===== src/rtl/ext_intr_router.sv =====
// ext_intr_router
//
// Interrupt aggregator and router. Collects NUM_SRC external interrupt
// sources, gives each one a level or rising-edge mode, an enable bit, a
// latched pending bit and a route index, and drives NUM_OUT registered
// interrupt lines plus one fast-interrupt line that is the OR of them.
//
// Optional build macro: EXT_INTR_ROUTER_SYNC_EN
//   defined   : src_i passes a 2-flop synchroniser before src_q
//               (source -> intr_o latency 5 edges)
//   undefined : src_i is assumed synchronous to clk_i (latency 3 edges)
//
// Register map (low 8 address bits decoded, bits >= NUM_SRC read as 0):
//   0x00       ENABLE   RW
//   0x04       MODE     RW  0 = level, 1 = rising edge
//   0x08       PENDING  RO for level sources, W1C for edge sources
//   0x0C       STATUS   RO  PENDING & ENABLE
//   0x10+4k    ROUTE_k  RW  bits [OUT_IDX_W-1:0]; a written value >= NUM_OUT
//                            routes source k nowhere
//   other      reg_error_o = 1, rdata 0, write ignored
//
// Bus handshake: a request is presented by raising reg_valid_i; it is always
// accepted in the same cycle (reg_ready_o mirrors reg_valid_i). Read data and
// error are combinational from current state; writes land on the next clock
// edge and only when all four byte strobes are set.
//
// Ports:
//   clk_i, rst_i           clock, synchronous active-high reset
//   src_i[NUM_SRC]         raw interrupt sources
//   reg_valid_i/write_i/addr_i/wdata_i/wstrb_i   register request
//   reg_rdata_o/ready_o/error_o                  register response
//   intr_o[NUM_OUT]        routed interrupt lines
//   fast_intr_o            OR of all routed lines
module ext_intr_router #(
    parameter int NUM_SRC = 4,
    parameter int NUM_OUT = 4,
    localparam int OUT_IDX_W = (NUM_OUT > 1) ? $clog2(NUM_OUT) : 1
) (
    input  logic               clk_i,
    input  logic               rst_i,
    input  logic [NUM_SRC-1:0] src_i,
    input  logic               reg_valid_i,
    input  logic               reg_write_i,
    input  logic [31:0]        reg_addr_i,
    input  logic [31:0]        reg_wdata_i,
    input  logic [3:0]         reg_wstrb_i,
    output logic [31:0]        reg_rdata_o,
    output logic               reg_ready_o,
    output logic               reg_error_o,
    output logic [NUM_OUT-1:0] intr_o,
    output logic               fast_intr_o
);

    // ------------------------------------------------------------------
    // Source input path
    // ------------------------------------------------------------------
    logic [NUM_SRC-1:0] src_in;

`ifdef EXT_INTR_ROUTER_SYNC_EN
    logic [NUM_SRC-1:0] sync_q1;
    logic [NUM_SRC-1:0] sync_q2;

    always_ff @(posedge clk_i) begin
        if (rst_i) begin
            sync_q1 <= '0;
            sync_q2 <= '0;
        end else begin
            sync_q1 <= src_i;
            sync_q2 <= sync_q1;
        end
    end

    assign src_in = sync_q2;
`else
    assign src_in = src_i;
`endif

    logic [NUM_SRC-1:0] src_q;
    logic [NUM_SRC-1:0] src_prev;
    logic [NUM_SRC-1:0] rise;

    always_ff @(posedge clk_i) begin
        if (rst_i) begin
            src_q    <= '0;
            src_prev <= '0;
        end else begin
            src_q    <= src_in;
            src_prev <= src_q;
        end
    end

    assign rise = src_q & ~src_prev;

    // ------------------------------------------------------------------
    // Configuration state
    // ------------------------------------------------------------------
    logic [NUM_SRC-1:0]   enable_q;
    logic [NUM_SRC-1:0]   mode_q;
    logic [NUM_SRC-1:0]   pending_q;
    logic [OUT_IDX_W-1:0] route_idx_q [NUM_SRC];
    // Cleared when the written route value is >= NUM_OUT, so out-of-range
    // routes stay silent even when NUM_OUT is a power of two and the stored
    // index bits alone could not express "nowhere".
    logic [NUM_SRC-1:0]   route_ok_q;

    // ------------------------------------------------------------------
    // Address decode
    // ------------------------------------------------------------------
    logic [7:0]         offset;
    logic               sel_enable;
    logic               sel_mode;
    logic               sel_pending;
    logic               sel_status;
    logic [NUM_SRC-1:0] route_hit;
    logic               mapped;
    logic               wr_ok;
    logic               unused_addr_bits;

    assign offset           = reg_addr_i[7:0];
    assign unused_addr_bits = ^reg_addr_i[31:8];

    always_comb begin
        route_hit = '0;
        for (int k = 0; k < NUM_SRC; k++) begin
            route_hit[k] = (offset == 8'(16 + 4 * k));
        end
    end

    assign sel_enable  = (offset == 8'h00);
    assign sel_mode    = (offset == 8'h04);
    assign sel_pending = (offset == 8'h08);
    assign sel_status  = (offset == 8'h0C);
    assign mapped      = sel_enable | sel_mode | sel_pending | sel_status | (|route_hit);

    assign wr_ok = reg_valid_i & reg_write_i & (reg_wstrb_i == 4'hF) & mapped;

    // ------------------------------------------------------------------
    // Response path (combinational)
    // ------------------------------------------------------------------
    logic [31:0] rd_val;

    always_comb begin
        rd_val = '0;
        if (sel_enable)  rd_val[NUM_SRC-1:0] = enable_q;
        if (sel_mode)    rd_val[NUM_SRC-1:0] = mode_q;
        if (sel_pending) rd_val[NUM_SRC-1:0] = pending_q;
        if (sel_status)  rd_val[NUM_SRC-1:0] = pending_q & enable_q;
        for (int k = 0; k < NUM_SRC; k++) begin
            if (route_hit[k]) begin
                rd_val[OUT_IDX_W-1:0] = rd_val[OUT_IDX_W-1:0] | route_idx_q[k];
            end
        end
    end

    assign reg_ready_o = reg_valid_i;
    assign reg_error_o = reg_valid_i & ~mapped;
    assign reg_rdata_o = (reg_valid_i && !reg_write_i) ? rd_val : 32'h0;

    // ------------------------------------------------------------------
    // Pending update
    // ------------------------------------------------------------------
    logic [NUM_SRC-1:0] w1c;
    logic [NUM_SRC-1:0] pending_d;

    assign w1c = (wr_ok && sel_pending) ? reg_wdata_i[NUM_SRC-1:0] : '0;

    // Level sources track src_q; edge sources latch on rise and clear on W1C,
    // with a simultaneous rise taking priority over the clear.
    assign pending_d = (~mode_q & src_q) |
                       ( mode_q & (rise | (pending_q & ~w1c)));

    // ------------------------------------------------------------------
    // Routing
    // ------------------------------------------------------------------
    logic [NUM_OUT-1:0] intr_d;

    always_comb begin
        intr_d = '0;
        for (int j = 0; j < NUM_OUT; j++) begin
            for (int k = 0; k < NUM_SRC; k++) begin
                if (pending_q[k] && enable_q[k] && route_ok_q[k] &&
                    (route_idx_q[k] == OUT_IDX_W'(j))) begin
                    intr_d[j] = 1'b1;
                end
            end
        end
    end

    // ------------------------------------------------------------------
    // State registers
    // ------------------------------------------------------------------
    always_ff @(posedge clk_i) begin
        if (rst_i) begin
            enable_q    <= '0;
            mode_q      <= '0;
            pending_q   <= '0;
            route_ok_q  <= {NUM_SRC{1'b1}};
            intr_o      <= '0;
            fast_intr_o <= 1'b0;
            for (int k = 0; k < NUM_SRC; k++) begin
                route_idx_q[k] <= '0;
            end
        end else begin
            pending_q   <= pending_d;
            intr_o      <= intr_d;
            fast_intr_o <= |intr_d;
            if (wr_ok && sel_enable) enable_q <= reg_wdata_i[NUM_SRC-1:0];
            if (wr_ok && sel_mode)   mode_q   <= reg_wdata_i[NUM_SRC-1:0];
            for (int k = 0; k < NUM_SRC; k++) begin
                if (wr_ok && route_hit[k]) begin
                    route_idx_q[k] <= reg_wdata_i[OUT_IDX_W-1:0];
                    route_ok_q[k]  <= (reg_wdata_i < 32'(NUM_OUT));
                end
            end
        end
    end

endmodule

===== config.mk =====
export PLATFORM = sky130hd
export DESIGN_NAME = ext_intr_router
export DESIGN_NICKNAME = d
export VERILOG_FILES = /design/src/rtl/ext_intr_router.sv
export SDC_FILE = /design/constraint.sdc
export NUM_CORES = 1
export LEC_CHECK = 0
export BUFFER_PORTS_ARGS = -buffer_cell sky130_fd_sc_hd__buf_2
export CAP_MARGIN = 20
export CORE_UTILIZATION = 40
export CTS_CLUSTER_DIAMETER = 100
export DETAILED_ROUTE_END_ITERATION = 16
export PLACE_DENSITY = 0.88
export SLEW_MARGIN = 30
export SYNTH_ARGS = -nofsm -noshare
export SYNTH_HDL_FRONTEND = slang
export SYNTH_SLANG_ARGS = --single-unit

===== constraint.sdc =====
create_clock -name clk_i -period 1.5 [get_ports clk_i]
set_input_delay 0.15 -clock clk_i [delete_from_list [all_inputs] [get_ports clk_i]]
set_output_delay 0.15 -clock clk_i [all_outputs]
set_load 0.05 [all_outputs]

; Word level (Yosys, flattened, before mapping)
; Memories as Yosys holds them, arrays and structs flattened.
; Index checks and enable logic that the tools add are counted.
; W data, S select, Z words.
[word_totals]
reg_bits = 29
mem_bits_rw = 8
in_bits = 76
word_cells = 144
memories = 1
[memory_table]
columns = memory, words, word_bits, read_ports, rd_ports_with_merged_regs, wr, line
row1 = route_idx_q, 4, 2, 4, 0, 4, 100  ; logic [OUT_IDX_W-1:0] route_idx_q [NUM_SRC];
[op_classes]
n_lt_le_gt_ge = 1
n_eq_ne = 20
mux = 44
bitwise = 27
reduce_logical = 40
[ops]
columns = operator, count
row1 = $eq A8 B5 Y1 const B, 4
row2 = $logic_and A1 B1 Y1, 32
row3 = $lt A32 B3 Y1 const B, 1
row4 = $mux W1, 30
row5 = $mux W4, 6
row6 = $and A4 B4 Y4, 5
row7 = $eq A2 B2 Y1 const B, 8
row8 = $eq A8 B4 Y1 const B, 2
row9 = $mux W2, 8
row10 = $not A4 Y4, 3
row11 = $eq A2 B1 Y1 const B, 4
row12 = $eq A8 B3 Y1 const B, 1
row13 = $logic_not A2 Y1, 4
row14 = $logic_not A8 Y1, 1
row15 = $or A1 B1 Y1, 8
row16 = $or A2 B2 Y2, 4
row17 = $or A4 B4 Y4, 2
row18 = $reduce_or A4 Y1, 2
row19 = $and A1 B1 Y1, 4
row20 = $eq A4 B4 Y1 const B, 1
row21 = $logic_not A1 Y1, 1
row22 = $not A1 Y1, 1

; Logic depth before layout (Yosys ltp)
[depth]
word_depth = 14
depth_mapped = 5
ltp_nobuf = 4

; Worst setup path before layout
; Ideal clock, no wire load.
[synth_timing]
path_kind = input -> output
from = input port reg_addr_i[1]
to = output port reg_rdata_o[2]
arrival_ps = 2225
required_ps = 1350
path_slack_ps = -875
cell_stages = 5
path_cell_list = or2_1 clkbuf_1 nor3_2 nand2_1 a211oi_1
[synth_between]
elab_chain_cells = 6
word_cells_on_any_way = 9
classes_between = 3 x eq/ne / 5 x mux / 1 x reduce/logical
[synth_lines]
columns = element, line
row1 = start: declaration, 44  ; input logic [31:0] reg_addr_i,
row2 = $logic_not A8 Y1, 129  ; assign sel_enable = (offset == 8'h00);
row3 = $mux W4, 144  ; if (sel_enable) rd_val[NUM_SRC-1:0] = enable_q;
row4 = $mux W4, 145  ; if (sel_mode) rd_val[NUM_SRC-1:0] = mode_q;
row5 = $mux W4, 146  ; if (sel_pending) rd_val[NUM_SRC-1:0] = pending_q;
row6 = $mux W4 (*), 147  ; if (sel_status) rd_val[NUM_SRC-1:0] = pending_q & enable_q;
row7 = $mux W4 (*), 157  ; assign reg_rdata_o = (reg_valid_i && !reg_write_i) ? rd_val : 32'h0;
row8 = end: declaration, 47  ; output logic [31:0] reg_rdata_o,
; Mark *: on every way between the ends. The rest lies on a longest branch, timed or not.

==> key figures <==
Global route
  – Initial antenna violation count: 0
  – M2 GR Usage: 36.46%
  – Gr usage total: 20.47%
  – Met1 usage: 21.69%
  – Pin count of the biggest net entering global routing: 37
  – First-pass GRT wire length: 8342 µm
  – Vias in the first global route: 1927
  – GR Util met3: 4.878%
  – GRT overflow: 0
  – Busiest grt layer: met2

Cells and area
  – Final antenna diode count: 0
  – Share of layout cells above drive strength 1: 34.56%
  – Fin nets: 402
  – Area grow syn2layout: 31.89%
  – Fin util: 56.31%
  – Post-route insts no fill: 394
  – FILL cells: 422

STA
  – Final Cycle Share: 116.8%
  – Worst slew margin: 60.98%
  – Finish-stage setup viols: 2
  – Setup tns final: -503.0 ps
  – Fmax: 570.8 MHz
  – Worst Max-Slew Pin Slew: 585.4 ps
  – Final Hold Viols: 0
  – RSZ-0062 raised after global routing: true
  – Final WS setup: -252.0 ps
  – Crit path time final: 1752 ps
  – Final Max Slew Viols: 0
  – Clk_skew: 3.583 ps
  – Min Hold Slack: 68.70 ps

CTS
  – # H-tree levels: 2
  – Clock-pin slew of the registers on the worst-case setup and hold paths: 70 ps
  – Clk_lat worst skew: 290 ps
  – Num CTS Buffers: 5
  – Longest Clk Path Bufs: 2
  – Root Buffer: clkbuf_8
  – CTS sink cnt: 37
  – # hold bufs at CTS: 0
  – CTS tree: done

Floorplanning
  – Die area: 5500 µm²
  – Die W: 74.17 µm
  – Num rows: 25
  – CORE AREA: 4880 µm²
  – Ports: 115
  – Initial core utilization: 42.69%
  – Vert. Die Dim: 74.17 µm

Power
  – Leakage power: 1.199 nW
  – Pwr dens: 840.2 nW/µm²
  – Peak supply drop: 369.6 µV

Detailed routing
  – # DRC: 0
  – DRT Pass-1 Iters: 5
  – Drt via density: 5.335
  – Routed len/inst: 13.38 µm
  – Final Routed Wirelength: 5270 µm
  – Iter 0 DRT Violations: 222
  – Detail Route Antenna Nets: 0
  – Vias post-DR: 2102

Critical path
  – Crit path max-delay cell type: mux4_2
  – Crit start category: register
  – Worst setup startpoint: route_idx_q[0][1]
  – Critical path class: reg2out
  – Crit-path cells: mux4_2 -> nand3_1 -> a21oi_4 -> buf_4
  – Worst R2R Start: route_idx_q[0][1]
  – Worst path buffer plus inverter count: 1
  – Worst path max stage delay: 490 ps
  – CP Capture Type: output port
  – CP delay by family, top: multiplexers
  – CP Depth: 4
  – Req. time, crit path: 1350 ps
  – Max FO, Critical Path: 2
  – Worst R2R Path Depth: 5
  – CP arrival: 1600 ps

Status
  – Failing checks: negative setup slack
  – Status: complete, but fails checks

Min path
  – Min-Delay Path Class: in2reg
  – Start point of the worst hold path: src_i[2]
  – Hold path depth: 2

Logic synthesis
  – Synth Cell Area: 2083 µm²
  – Asr flop ratio synth: 0%
  – Synth top area cells: dfxtp_1 28%, edfxtp_1 12%, buf_4 10%
  – Sequential share of the synthesized area: 39.40%
  – Cells after Synth: 237
  – Synth top area share: 27.87%
  – Synth Area per Inst: 8.790 µm²
  – Count of warnings emitted by yosys: 0
  – Ys flop type: dfxtp_1
  – #FFs+latches synth: 37
  – List of most frequent post-synthesis cells: 29 x buf_4, 29 x dfxtp_1, 27 x nor2_1, 15 x nand2b_1, 14 x nand4_1
  – Number of flops mapped to enable cells by yosys: 8
  – Synth unique cells: 37
  – Cell accounting for the most synthesized area: dfxtp_1

Placed design
  – Final HPWL DP: 4121 µm
  – Placed insts: 383
  – Gpl congestion: 0.9504
  – Pre-CTS setup slack: -265.5 ps
  – Port Buf Inserts: 62

Run
  – Max Cap Viol: 0
-- flip-flops by register name, summed over array words and instances, names as in the netlist --
register	count
enable_q	4
fast_intr_o	1
intr_o	4
mode_q	4
pending_q	4
route_idx_q	8
route_ok_q	4
src_prev	4
src_q	4
-- power by group --
group	switching [W]	total [W]	internal [W]
clock network	0.000341	0.000816	0.000475
registers	0.0000119	0.00105	0.00104
logic	0.000301	0.000441	0.000140
total	0.000654	0.00231	0.00165
-- routing by layer --
layer / vias to the layer above / share of wire [%]
met5: - / 0
met4: 0 / 3.1
met3: 22 / 10
met2: 155 / 50
met1: 952 / 37
li1: 973 / -
-- final timing paths --
| kind | end | slack (ps) |
|---|---|---|
| worst min register to register | src_prev[3] | 470 |
| worst max register to register | fast_intr_o | 90 |
| worst min-delay path | src_q[2] | 70 |
| worst max-delay path | reg_rdata_o[1] | -250 |
-- cells in the final DEF, fill, tap and decap left out, types with 2 or more instances in the layout --
| cell type | instances |
|---|---|
| nand3_1 | 9 |
| inv_1 | 9 |
| mux2i_1 | 8 |
| nor2b_1 | 10 |
| or2_2 | 2 |
| o221ai_1 | 2 |
| nand2_1 | 8 |
| clkbuf_8 | 6 |
| conb_1 | 28 |
| buf_6 | 3 |
| o31ai_1 | 4 |
| nor2_1 | 27 |
| a211oi_1 | 2 |
| nand2b_1 | 15 |
| o22ai_1 | 5 |
| mux4_2 | 2 |
| dfxtp_1 | 29 |
| nand3b_1 | 2 |
| a22o_1 | 4 |
| buf_4 | 31 |
| o32ai_1 | 2 |
| nor4_1 | 8 |
| a21oi_1 | 5 |
| nor3_1 | 7 |
| nand4_1 | 14 |
| edfxtp_1 | 8 |
| buf_2 | 57 |
| a41oi_1 | 2 |
| a211oi_4 | 2 |
-- worst reg2reg max path: stages (launching register included) --
cell,delay (ps)
edfxtp_1,380
buf_4,120
buf_4,100
nor3_1,50
nor4_1,440
a41oi_1,190
-- cell families after synthesis --
group | after synthesis | share of synthesized area [%]
flops | 37 | 39.40
xor+xnor | 1 | 0.4205
other cells | 1 | 0.1800
mux | 10 | 6.006
buf+inv | 46 | 13.57
simple gates | 112 | 30.15
compound gates | 30 | 10.27
-- final cells by class --
cell class	instances	area, µm²	share of cell area (%)
timing repair buffer	92	566.8	20.63
clock buffer	8	111.4	4.053
sequential	37	820.8	29.87
tap	67	83.83	3.051
multi-input combinational	181	1131	41.17
inverter	9	33.78	1.230
-- through the flow --
stage	power, W	instance area (µm²)
CTS	0.002320	2725
global route	0.002409	2748
detailed placement	0.001501	2579
global placement	0.001491	2579
floorplan	0.001413	2241
finish	0.002308	2748
-- timing repair --
item / in CTS / in global routing
pin swaps: 2 / 1
endpoints found under the hold margin: 0 / 0
buffers inserted: 0 / 3
gates resized for setup: 12 / 0
setup endpoints to repair: 4 / 15
(Power assumes the default switching activity.)
